File: src/rtl/dmem_arbiter.sv
// Round-robin arbiter and sequencer sharing the single 32-byte data memory port
// between the CPU load/store path (m0) and the debug/preload port (m1).
module dmem_arbiter #(
  parameter int unsigned DEPTH = 32
) (
  input  logic        clk_i,
  input  logic        rst_i,
  input  logic        m0_req_i,
  input  logic        m0_we_i,
  input  logic [31:0] m0_addr_i,
  input  logic [31:0] m0_wdata_i,
  output logic        m0_ack_o,
  output logic        m0_err_o,
  output logic [31:0] m0_rdata_o,
  input  logic        m1_req_i,
  input  logic        m1_we_i,
  input  logic [31:0] m1_addr_i,
  input  logic [31:0] m1_wdata_i,
  output logic        m1_ack_o,
  output logic        m1_err_o,
  output logic [31:0] m1_rdata_o,
  output logic [31:0] mem_addr_o,
  output logic [31:0] mem_wdata_o,
  output logic        mem_read_o,
  output logic        mem_write_o,
  input  logic [31:0] mem_rdata_i,
  output logic        busy_o
);

  typedef enum logic [1:0] {
    ST_IDLE   = 2'd0,
    ST_ACCESS = 2'd1,
    ST_RESP   = 2'd2
  } state_t;

  // Highest legal word address; compared unsigned so no addr+3 overflow can occur.
  localparam logic [31:0] LAST_WORD = 32'(DEPTH - 32'd4);

  state_t      r_state;
  state_t      w_state_nx;
  logic        r_last;
  logic        r_owner;
  logic        r_we;
  logic        r_err;

  logic        w_grant;
  logic        w_win;
  logic        w_sel_we;
  logic        w_sel_err;
  logic [31:0] w_sel_addr;
  logic [31:0] w_sel_wdata;
  logic [31:0] w_resp_data;

  logic        r_mem_read;
  logic        r_mem_write;
  logic [31:0] r_mem_addr;
  logic [31:0] r_mem_wdata;
  logic        r_ack0;
  logic        r_ack1;
  logic        r_err0;
  logic        r_err1;
  logic [31:0] r_rdata0;
  logic [31:0] r_rdata1;
  logic        r_busy;

  logic        w_mem_read_nx;
  logic        w_mem_write_nx;
  logic [31:0] w_mem_addr_nx;
  logic [31:0] w_mem_wdata_nx;
  logic        w_ack0_nx;
  logic        w_ack1_nx;
  logic        w_err0_nx;
  logic        w_err1_nx;
  logic [31:0] w_rdata0_nx;
  logic [31:0] w_rdata1_nx;
  logic        w_busy_nx;

  // Winner selection: lone requester wins, contention goes to the port not granted last.
  always_comb begin
    w_win       = (m0_req_i && m1_req_i) ? ~r_last : m1_req_i;
    w_sel_we    = w_win ? m1_we_i    : m0_we_i;
    w_sel_addr  = w_win ? m1_addr_i  : m0_addr_i;
    w_sel_wdata = w_win ? m1_wdata_i : m0_wdata_i;
    w_sel_err   = (w_sel_addr > LAST_WORD);
    w_resp_data = (!r_err && !r_we) ? mem_rdata_i : 32'd0;
  end

  // Next-state and next-output decode; outputs are registered one cycle ahead.
  always_comb begin
    w_state_nx     = r_state;
    w_grant        = 1'b0;
    w_mem_read_nx  = 1'b0;
    w_mem_write_nx = 1'b0;
    w_mem_addr_nx  = 32'd0;
    w_mem_wdata_nx = 32'd0;
    w_ack0_nx      = 1'b0;
    w_ack1_nx      = 1'b0;
    w_err0_nx      = 1'b0;
    w_err1_nx      = 1'b0;
    w_rdata0_nx    = 32'd0;
    w_rdata1_nx    = 32'd0;
    w_busy_nx      = 1'b0;
    case (r_state)
      ST_IDLE: begin
        if (m0_req_i || m1_req_i) begin
          w_grant        = 1'b1;
          w_state_nx     = ST_ACCESS;
          w_busy_nx      = 1'b1;
          w_mem_read_nx  = !w_sel_err && !w_sel_we;
          w_mem_write_nx = !w_sel_err && w_sel_we;
          w_mem_addr_nx  = w_sel_err ? 32'd0 : w_sel_addr;
          w_mem_wdata_nx = (!w_sel_err && w_sel_we) ? w_sel_wdata : 32'd0;
        end else begin
          w_state_nx = ST_IDLE;
        end
      end
      ST_ACCESS: begin
        w_state_nx  = ST_RESP;
        w_busy_nx   = 1'b1;
        w_ack0_nx   = !r_owner;
        w_ack1_nx   = r_owner;
        w_err0_nx   = !r_owner && r_err;
        w_err1_nx   = r_owner && r_err;
        w_rdata0_nx = r_owner ? 32'd0 : w_resp_data;
        w_rdata1_nx = r_owner ? w_resp_data : 32'd0;
      end
      ST_RESP: begin
        w_state_nx = ST_IDLE;
      end
      default: begin
        w_state_nx = ST_IDLE;
      end
    endcase
  end

  // State register.
  always_ff @(posedge clk_i or negedge rst_i) begin
    if (!rst_i) begin
      r_state <= ST_IDLE;
    end else begin
      r_state <= w_state_nx;
    end
  end

  // Grant-time capture of the winning request and round-robin pointer.
  always_ff @(posedge clk_i or negedge rst_i) begin
    if (!rst_i) begin
      r_last  <= 1'b1;
      r_owner <= 1'b0;
      r_we    <= 1'b0;
      r_err   <= 1'b0;
    end else if (w_grant) begin
      r_last  <= w_win;
      r_owner <= w_win;
      r_we    <= w_sel_we;
      r_err   <= w_sel_err;
    end else begin
      r_last  <= r_last;
      r_owner <= r_owner;
      r_we    <= r_we;
      r_err   <= r_err;
    end
  end

  // Output registers; async reset drops any strobe mid-access with no partial commit.
  always_ff @(posedge clk_i or negedge rst_i) begin
    if (!rst_i) begin
      r_mem_read  <= 1'b0;
      r_mem_write <= 1'b0;
      r_mem_addr  <= 32'd0;
      r_mem_wdata <= 32'd0;
      r_ack0      <= 1'b0;
      r_ack1      <= 1'b0;
      r_err0      <= 1'b0;
      r_err1      <= 1'b0;
      r_rdata0    <= 32'd0;
      r_rdata1    <= 32'd0;
      r_busy      <= 1'b0;
    end else begin
      r_mem_read  <= w_mem_read_nx;
      r_mem_write <= w_mem_write_nx;
      r_mem_addr  <= w_mem_addr_nx;
      r_mem_wdata <= w_mem_wdata_nx;
      r_ack0      <= w_ack0_nx;
      r_ack1      <= w_ack1_nx;
      r_err0      <= w_err0_nx;
      r_err1      <= w_err1_nx;
      r_rdata0    <= w_rdata0_nx;
      r_rdata1    <= w_rdata1_nx;
      r_busy      <= w_busy_nx;
    end
  end

  assign mem_read_o  = r_mem_read;
  assign mem_write_o = r_mem_write;
  assign mem_addr_o  = r_mem_addr;
  assign mem_wdata_o = r_mem_wdata;
  assign m0_ack_o    = r_ack0;
  assign m1_ack_o    = r_ack1;
  assign m0_err_o    = r_err0;
  assign m1_err_o    = r_err1;
  assign m0_rdata_o  = r_rdata0;
  assign m1_rdata_o  = r_rdata1;
  assign busy_o      = r_busy;

endmodule

File: config.mk
export PLATFORM = sky130hd
export DESIGN_NAME = dmem_arbiter
export DESIGN_NICKNAME = d
export VERILOG_FILES = /design/src/rtl/dmem_arbiter.sv
export SDC_FILE = /design/constraint.sdc
export NUM_CORES = 1
export LEC_CHECK = 0
export BUFFER_PORTS_ARGS = -buffer_cell sky130_fd_sc_hd__buf_2
export CORE_MARGIN = 4
export CORE_UTILIZATION = 30
export CTS_CLUSTER_DIAMETER = 30
export DETAILED_ROUTE_END_ITERATION = 10
export HOLD_SLACK_MARGIN = 0.12
export PLACE_DENSITY = 0.68
export SLEW_MARGIN = 20
export SYNTH_ARGS = -nofsm -noshare
export SYNTH_HDL_FRONTEND = slang
export SYNTH_SLANG_ARGS = --single-unit
File: constraint.sdc
create_clock -name clk_i -period 2.1 [get_ports clk_i]
set_input_delay 0.21 -clock clk_i [delete_from_list [all_inputs] [get_ports clk_i]]
set_output_delay 0.21 -clock clk_i [all_outputs]
set_load 0.02 [all_outputs]
Yosys cells after proc, flatten, opt, wreduce, memory -nomap -nowiden
Index checks and enable logic that the tools add are counted.
{"block": "word_totals", "regBits": 141, "inputBits": 166, "output_inout_bits": 135, "elab_cells": 60}
{"block": "op_classes", "order_cmp": 1, "eq_ne": 1, "muxes": 28, "n_bitwise": 1, "n_reduce_logical": 13}
{"op": "$mux 32", "n": 13}
{"op": "$gt 32x5->1 const B", "n": 1}
{"op": "$mux 1", "n": 13}
{"op": "$logic_and 1x1->1", "n": 6}
{"op": "$logic_not 1->1", "n": 5}
{"op": "$pmux 2 s2", "n": 1}
{"op": "$eq 2x1->1 const B", "n": 1}
{"op": "$logic_not 2->1", "n": 1}
{"op": "$pmux 1 s2", "n": 1}
{"op": "$logic_or 1x1->1", "n": 1}
{"op": "$not 1->1", "n": 1}

Depth between registers and ports, before layout
Gate-level depths: netlist of the first run.
{"block": "logic_depth", "depth_word": 9, "mapped_depth": 6, "mapped_depth_nobuf": 4}

Worst setup path after synthesis of the first run
No wires, ideal clock.
{"block": "synth_path", "path_kind": "flip-flop to flip-flop", "startpoint": "reg r_last", "endpoint": "reg r_mem_wdata[23] (netlist: mem_wdata_o[23])", "setup_time_ns": 0.096, "t_arrival_ns": 1.365, "required_ns": 2.004, "setup_slack_ns": 0.639, "path_stages_with_launch": 6, "path_buffers": 2, "period_less_slack_ns": 1.461, "path_cell_list": "dfstp_2 a21boi_2 buf_4 o21a_1 buf_4 nor4_2"}
{"block": "synth_via", "elab_chain_len": 9, "elab_cells_between_ends": 11, "cone_classes": "order compare (1); mux (7); bitwise (1); reduce/logical (2)"}
{"element": "start: declaration", "line_no": "41", "text": "logic r_last;"}
{"element": "start signal: assignment", "line_no": "153", "text": "r_last <= w_win;"}
{"element": "start signal: assignment", "line_no": "158", "text": "r_last <= r_last;"}
{"element": "$not 1->1 *", "line_no": "80", "text": "w_win = (m0_req_i && m1_req_i) ? ~r_last : m1_req_i;"}
{"element": "$mux 1 *", "line_no": "80"}
{"element": "$mux 32", "line_no": "82", "text": "w_sel_addr = w_win ? m1_addr_i : m0_addr_i;"}
{"element": "$gt 32x5->1", "line_no": "84", "text": "w_sel_err = (w_sel_addr > LAST_WORD);"}
{"element": "$logic_not 1->1", "line_no": "112", "text": "w_mem_wdata_nx = (!w_sel_err && w_sel_we) ? w_sel_wdata : 32'd0;"}
{"element": "$logic_and 1x1->1", "line_no": "112"}
{"element": "$mux 32 *", "line_no": "112"}
{"element": "$mux 32 *", "line_no": "105", "text": "if (m0_req_i || m1_req_i) begin"}
{"element": "$mux 32 *", "line_no": "103", "text": "case (r_state)"}
{"element": "net w_mem_wdata_nx[23]", "line_no": "69", "text": "logic [31:0] w_mem_wdata_nx;"}
{"element": "end signal: assignment", "line_no": "183", "text": "r_mem_wdata <= w_mem_wdata_nx;"}
{"element": "end: declaration", "line_no": "57", "text": "logic [31:0] r_mem_wdata;"}
The timed path passes the listed nets; every way through them passes the cells marked *.
A chain may end at the register's enable or synchronous reset.

Worst setup path in the final report of the first run
{"block": "layout_path", "startpoint": "in m1_req_i", "endpoint": "reg r_err"}
{"block": "layout_via", "elab_chain_len": 4, "elab_cells_between_ends": 7, "cone_classes": "order compare (1); mux (4); reduce/logical (2)"}
{"element": "start: declaration", "line_no": "15", "text": "input logic m1_req_i,"}
{"element": "$logic_and 1x1->1", "line_no": "80"}
{"element": "$mux 1", "line_no": "80"}
{"element": "$mux 32", "line_no": "82"}
{"element": "$gt 32x5->1", "line_no": "84"}
{"element": "end signal: assignment", "line_no": "156", "text": "r_err <= w_sel_err;"}
{"element": "end signal: assignment", "line_no": "161", "text": "r_err <= r_err;"}
{"element": "end: declaration", "line_no": "44", "text": "logic r_err;"}
Several ways; a longest one is shown, not always the timed one.

==> metrics, run 1 <==
gr ovfl total 0; Longest Clk Path Bufs 2; Slowest-stage cell, CP dlygate4sd3_1; Top Family by Delay on Critical Path buffers and inverters; beginning of the worst register-to-register path r_last$_DFFE_PN1P_; critical path type input pin to register; Final Cycle Share 0.955; RSZ-0062 raised after global routing false; Ports 301; Fmax between 400 and 500 MHz; Arr. time, crit path 2350 ps; Slew Limit Fails 0; Final min period 2010 ps; H-Tree Depth 4; setup bufs post-CTS 0; TritonCTS clock tree done; area leader, netlist dfrtp_1; Final WS setup 94.6 ps; WHS about 130 ps; cell with the most instances after synthesis dfrtp_1; Worst setup EP type register; HP Class input pin to register; Power Dens Cells 853 nW/um^2; clock root cell clkbuf_16; fraction of layout cells with a size suffix above 1 0.507; setup violators final 0; Pwr Total approximately 7 mW; dpl cells 888; Critical Path RT 2440 ps; drt pass-1 iters 5; Die Y roughly 140 um; Gate Count Post-Synth 354; CP startpoint m1_req_i; Routed WL between 15000 and 20000 um; post-place instance area 7090 sq um; Leakage 4.59 nW; Worst Hold Launch m0_wdata_i[20]; Starting DRT DRC Count 109; Max-Cap Viols 0; IO Port Bufs 300; setup slack, reg-to-reg 200 ps; row cnt 48; FILL cells 1514; routed vias/inst 4.33; HPWL Detailed 10700 um; core area 17200 sq um; antenna-violating nets left 0; largest net degree at the start of global routing 65; Starting Density 0.305; CP cell instances dlygate4sd3_1, buf_2, a21boi_4, buf_4, o21a_2, buf_12, o22a_1; Non-Filler Instances approximately 970; Ys Warns 0; Highest Signal Layer met4; CP Launch Type input pin; clock-pin slew on the worst setup and hold paths 60 ps; async set-reset flop share out of synthesis 1.00; top post-synthesis cells by count dfrtp_1 (140), and3_1 (65), mux2i_1 (37); synthesized area per cell ~15 sq um; synth top area cells dfrtp_1 (67%), and3_1 (7.8%), nor4_2 (7.7%), mux2i_1 (7.1%), nor4_1 (1.3%); Rel. slew slack 0.555; wire per inst 15.5 um; first-pass GRT wire length 23300 um; number of synthesized flops with an enable pin 0; Die Wd 140 um; total CTS buffers 17; vias in the first global route between 4000 and 5000; Total Routing Usage GR 0.151; dpl ws 205 ps; Max FO, Critical Path 40; area grow syn2layout 57.1%; delay of the slowest cell on the worst path 530 ps; hold violation count in the final report 0; vias post-DR 4222; Distinct cells, synth 32; clock latency on the worst-skew pair around 400 ps; Worst IR Drop VDD 0.494 mV; Inserted Diodes 0; Main synth FF type dfrtp_1; fin nets between 900 and 1000; register area share after synthesis 0.674; Buf/Inv on CP 4; final core utilization 0.479; initial antenna violation count 0; clock skew 5.89 ps; global placement routability congestion ~0.8; area share of the largest cell type after synthesis 0.669; Residual DRC 0; length of routed met3 wiring 1270 um; die area 19600 sq um; status complete, no violations; Slew @ Worst Pin 668 ps; CTS sink count 141; final instance area roughly 8000 sq um; WL met2 7390 um; mapped cell area ~5200 sq um; setup TNS 0 ps; Seq cells post-synth ~140; met1 WL around 6300 um
[worst min-delay path: stages]
cell,delay [ps]
buf_2,80
mux2i_1,70
nor4_2,120
[sequential cells by signal (all words and copies together), names as in the netlist]
signal,cells
busy_o,1
m0_ack_o,1
m0_err_o,1
m0_rdata_o,32
m1_ack_o,1
m1_err_o,1
m1_rdata_o,32
mem_addr_o,32
mem_read_o,1
mem_wdata_o,32
mem_write_o,1
r_err,1
r_last,1
r_owner,1
r_state,2
r_we,1
[cell type report]
type | count | area (sq um) | area share
clock inverters | 12 | 161 | 0.0196
flip-flops and latches | 141 | 3530 | 0.429
clock buffers | 20 | 437 | 0.0531
inverters | 2 | 7.51 | 0.000913
multi-input cells | 209 | 1630 | 0.198
well taps | 225 | 282 | 0.0342
repair buffers | 365 | 2180 | 0.265
[report_power, final]
group          internal [mW]  switching [mW]  leakage [nW]  total, mW
registers               2.84          0.0648          1.89       2.90
clock network           1.88            1.16         0.287       3.05
logic                  0.440           0.627          2.41       1.07
total                   5.16            1.85          4.59       7.02
[layout by cell type, fill, tap and decap left out, types with 2 or more instances in the layout]
cell type	instances
a22o_1	2
and2_1	2
and3_1	65
buf_12	4
buf_2	299
buf_4	7
bufinv_16	3
clkbuf_1	3
clkbuf_16	17
clkinv_2	2
clkinv_4	2
clkinvlp_4	2
conb_1	27
dfrtp_1	140
dlygate4sd3_1	54
inv_1	2
inv_6	2
mux2i_1	37
nand4_1	3
nor2b_1	2
nor3_1	10
nor4_1	11
nor4_2	32
o2111ai_1	3
[final timing paths]
| path | endpoint | cells past startpoint |
|---|---|---|
| max | r_err$_DFFE_PN0P_ | 7 |
| min | mem_wdata_o[20]$_DFF_PN0_ | 3 |
| max reg2reg | r_err$_DFFE_PN0P_ | 5 |
| min reg2reg | r_we$_DFFE_PN0P_ | 2 |
| max in group asynchronous | r_last$_DFFE_PN1P_ | 3 |
| min in group asynchronous | m0_rdata_o[20]$_DFF_PN0_ | 2 |
[cell families (layout without fill, tap and decap cells)]
kind of cell           Yosys count  in the layout  synth area share
AOI/OAI and AO/OA               11             11            0.0189
buffers and inverters           30            399            0.0356
DFF                            141            141             0.674
muxes                           38             38            0.0751
other                            1             27          0.000717
and+or+nand+nor                133            133             0.195
[layer usage]
| metal | vias to the layer above | global-route usage |
|---|---|---|
| met3 | 13 | 0.0481 |
| met4 | 0 | 0.0428 |
| met2 | 199 | 0.256 |
| met5 | - | 0 |
| met1 | 1988 | 0.188 |
| li1 | 2022 | - |
[what timing repair did]
| action | in CTS | in global routing |
|---|---|---|
| hold buffers | 54 | 0 |
| hold endpoints to repair | 126 | 0 |
| gates resized for setup | 0 | 0 |
Power figures use the tool's default switching activity.
==> run 2: changes to the inputs <==
- GPL_TIMING_DRIVEN: default -> 0
==> metrics, run 2 (synthesized netlist as in run 1, its figures left out) <==
status complete, no violations (unchanged); drt pass-1 iters 4 (was 5); total CTS buffers 17 (unchanged); vias in the first global route 4821 (was 4260); clock latency on the worst-skew pair 420 ps (was 400 ps); Fmax 508 MHz (was 499 MHz); Routed WL 16600 um (was 15100 um); row cnt 48 (unchanged); Critical Path RT 2380 ps (was 2440 ps); Worst setup EP type register (unchanged); Max FO, Critical Path 16 (was 40); Inserted Diodes 0 (unchanged); Total Routing Usage GR 0.172 (was 0.151); Slew Limit Fails 0 (unchanged); global placement routability congestion 0.804 (was 0.797); setup TNS 0 ps (unchanged); hold violation count in the final report 0 (unchanged); IO Port Bufs 300 (unchanged); Starting DRT DRC Count 130 (was 109); core area 17200 sq um (unchanged); post-place instance area 7150 sq um (was 7090 sq um); critical path type input pin to register (unchanged); Pint 5.03 mW (was 5.16 mW); combinational share of power 0.160 (was 0.152); clock share of power 0.423 (was 0.434); Worst IR Drop VDD 0.535 mV (was 0.494 mV); Power Dens Cells 825 nW/um^2 (was 853 nW/um^2); Slew @ Worst Pin 610 ps (was 668 ps); Longest Clk Path Bufs 2 (unchanged); H-Tree Depth 4 (unchanged); area grow syn2layout 61.0% (was 57.1%); CP Launch Type input pin (unchanged); clock skew 11.1 ps (was 5.89 ps); most common cell after layout, fill and taps aside buf_2 (unchanged); initial antenna violation count 0 (unchanged); clock-pin slew on the worst setup and hold paths 60 ps (about the same); FILL cells 1542 (was 1514); RSZ-0062 raised after global routing false (unchanged); switching power 1.93 mW (was 1.85 mW); fraction of layout cells with a size suffix above 1 0.495 (was 0.507); HPWL Detailed 12000 um (was 10700 um); Die Wd 140 um (unchanged); die area 19600 sq um (unchanged); switching share of power 0.277 (was 0.264); Starting Density 0.305 (unchanged); Final Cycle Share 0.938 (was 0.955); routed vias/inst 4.43 (was 4.33); Rel. slew slack 0.592 (was 0.555); HP Class input pin to register (unchanged); first-pass GRT wire length 25900 um (was 23300 um); Leakage 4.67 nW (was 4.59 nW); vias post-DR 4459 (was 4222); Residual DRC 0 (unchanged); antenna-violating nets left 0 (unchanged); TritonCTS clock tree done (unchanged); Final min period 1970 ps (was 2010 ps); commonest non-fill, non-tap cells in the layout buf_2 (304), dfrtp_1 (140), dlygate4sd3_1 (70) (was buf_2 (299), dfrtp_1 (140), and3_1 (65)); fin nets 935 (was 902); final instance area 8430 sq um (was 8220 sq um); Reg power frac 0.417 (was 0.414); clock root cell clkbuf_16 (unchanged); Ports 301 (unchanged); Max-Cap Viols 0 (unchanged); wire per inst 16.5 um (was 15.5 um); gr ovfl total 0 (unchanged); Arr. time, crit path 2250 ps (was 2350 ps); Die Y 140 um (unchanged); setup violators final 0 (unchanged); largest net degree at the start of global routing 85 (was 65); CTS sink count 141 (unchanged)
run 2: power groups by stage:
stage          sequential, mW  combinational (mW)  clock [mW]
6_report                 2.90                1.11        2.94
5_1_grt                  2.91                1.22        3.16
4_1_cts                  2.90                1.13        3.04
3_5_place_dp             2.95                1.01           0
3_3_place_gp             2.95               0.991           0
2_1_floorplan            3.02               0.469           0
run 2: area by class of cell:
class / count / area (sq um) / area share
timing repair buffer: 371 / 2240 / 0.266
multi-input combinational: 209 / 1620 / 0.192
tap: 225 / 282 / 0.0334
clock inverter: 12 / 126 / 0.0150
sequential: 141 / 3530 / 0.419
buffer: 27 / 171 / 0.0203
inverter: 2 / 7.51 / 0.000891
clock buffer: 20 / 457 / 0.0542
run 2: metrics by stage:
step / hold slack, ps / setup slack [ps] / util / cells / power, mW
finish: 124 / 130 / 0.491 / 1007 / 6.96
global route: 123 / 30.6 / 0.491 / 1007 / 7.29
detailed placement: 164 / 362 / 0.416 / 906 / 3.96
CTS: 120 / 98.4 / 0.491 / 1007 / 7.07
floorplan: -85.6 / 639 / - / 380 / 3.49
global placement: 452 / -1110 / 0.414 / 905 / 3.94
run 2: worst paths after layout:
kind | startpoint | to | slack, ps | cells past startpoint
worst max-delay path | m1_req_i | r_we$_DFFE_PN0P_ | 130 | 7
worst min-delay path | m0_wdata_i[25] | mem_wdata_o[25]$_DFF_PN0_ | 120 | 3
worst max register to register | r_last$_DFFE_PN1P_ | r_we$_DFFE_PN0P_ | 250 | 5
worst min register to register | r_state[1]$_DFF_PN0_ | busy_o$_DFF_PN0_ | 510 | 1
max in group asynchronous | rst_i | r_last$_DFFE_PN1P_ | 1030 | 3
min in group asynchronous | rst_i | m1_rdata_o[17]$_DFF_PN0_ | 300 | 2
run 2: repair_timing:
action / 4_1_cts / 5_1_grt
setup endpoints to repair: 0 / 1
hold endpoints to repair: 142 / 1
hold buffers: 69 / 1
gates resized for setup: 0 / 0
buffers inserted: 0 / 0
run 2: critical path: stages:
cell and delay, ps:
dlygate4sd3_1 540, buf_2 130, a21boi_2 150, buf_4 300, mux2i_4 520, buf_4 300, o21ai_1 90
run 2: routing by layer:
metal	up-vias	track usage	share of wire
li1	2088	-	-
met1	2112	0.196	0.39
met2	234	0.295	0.50
met3	25	0.0642	0.085
met4	0	0.0627	0.024
met5	-	0	0
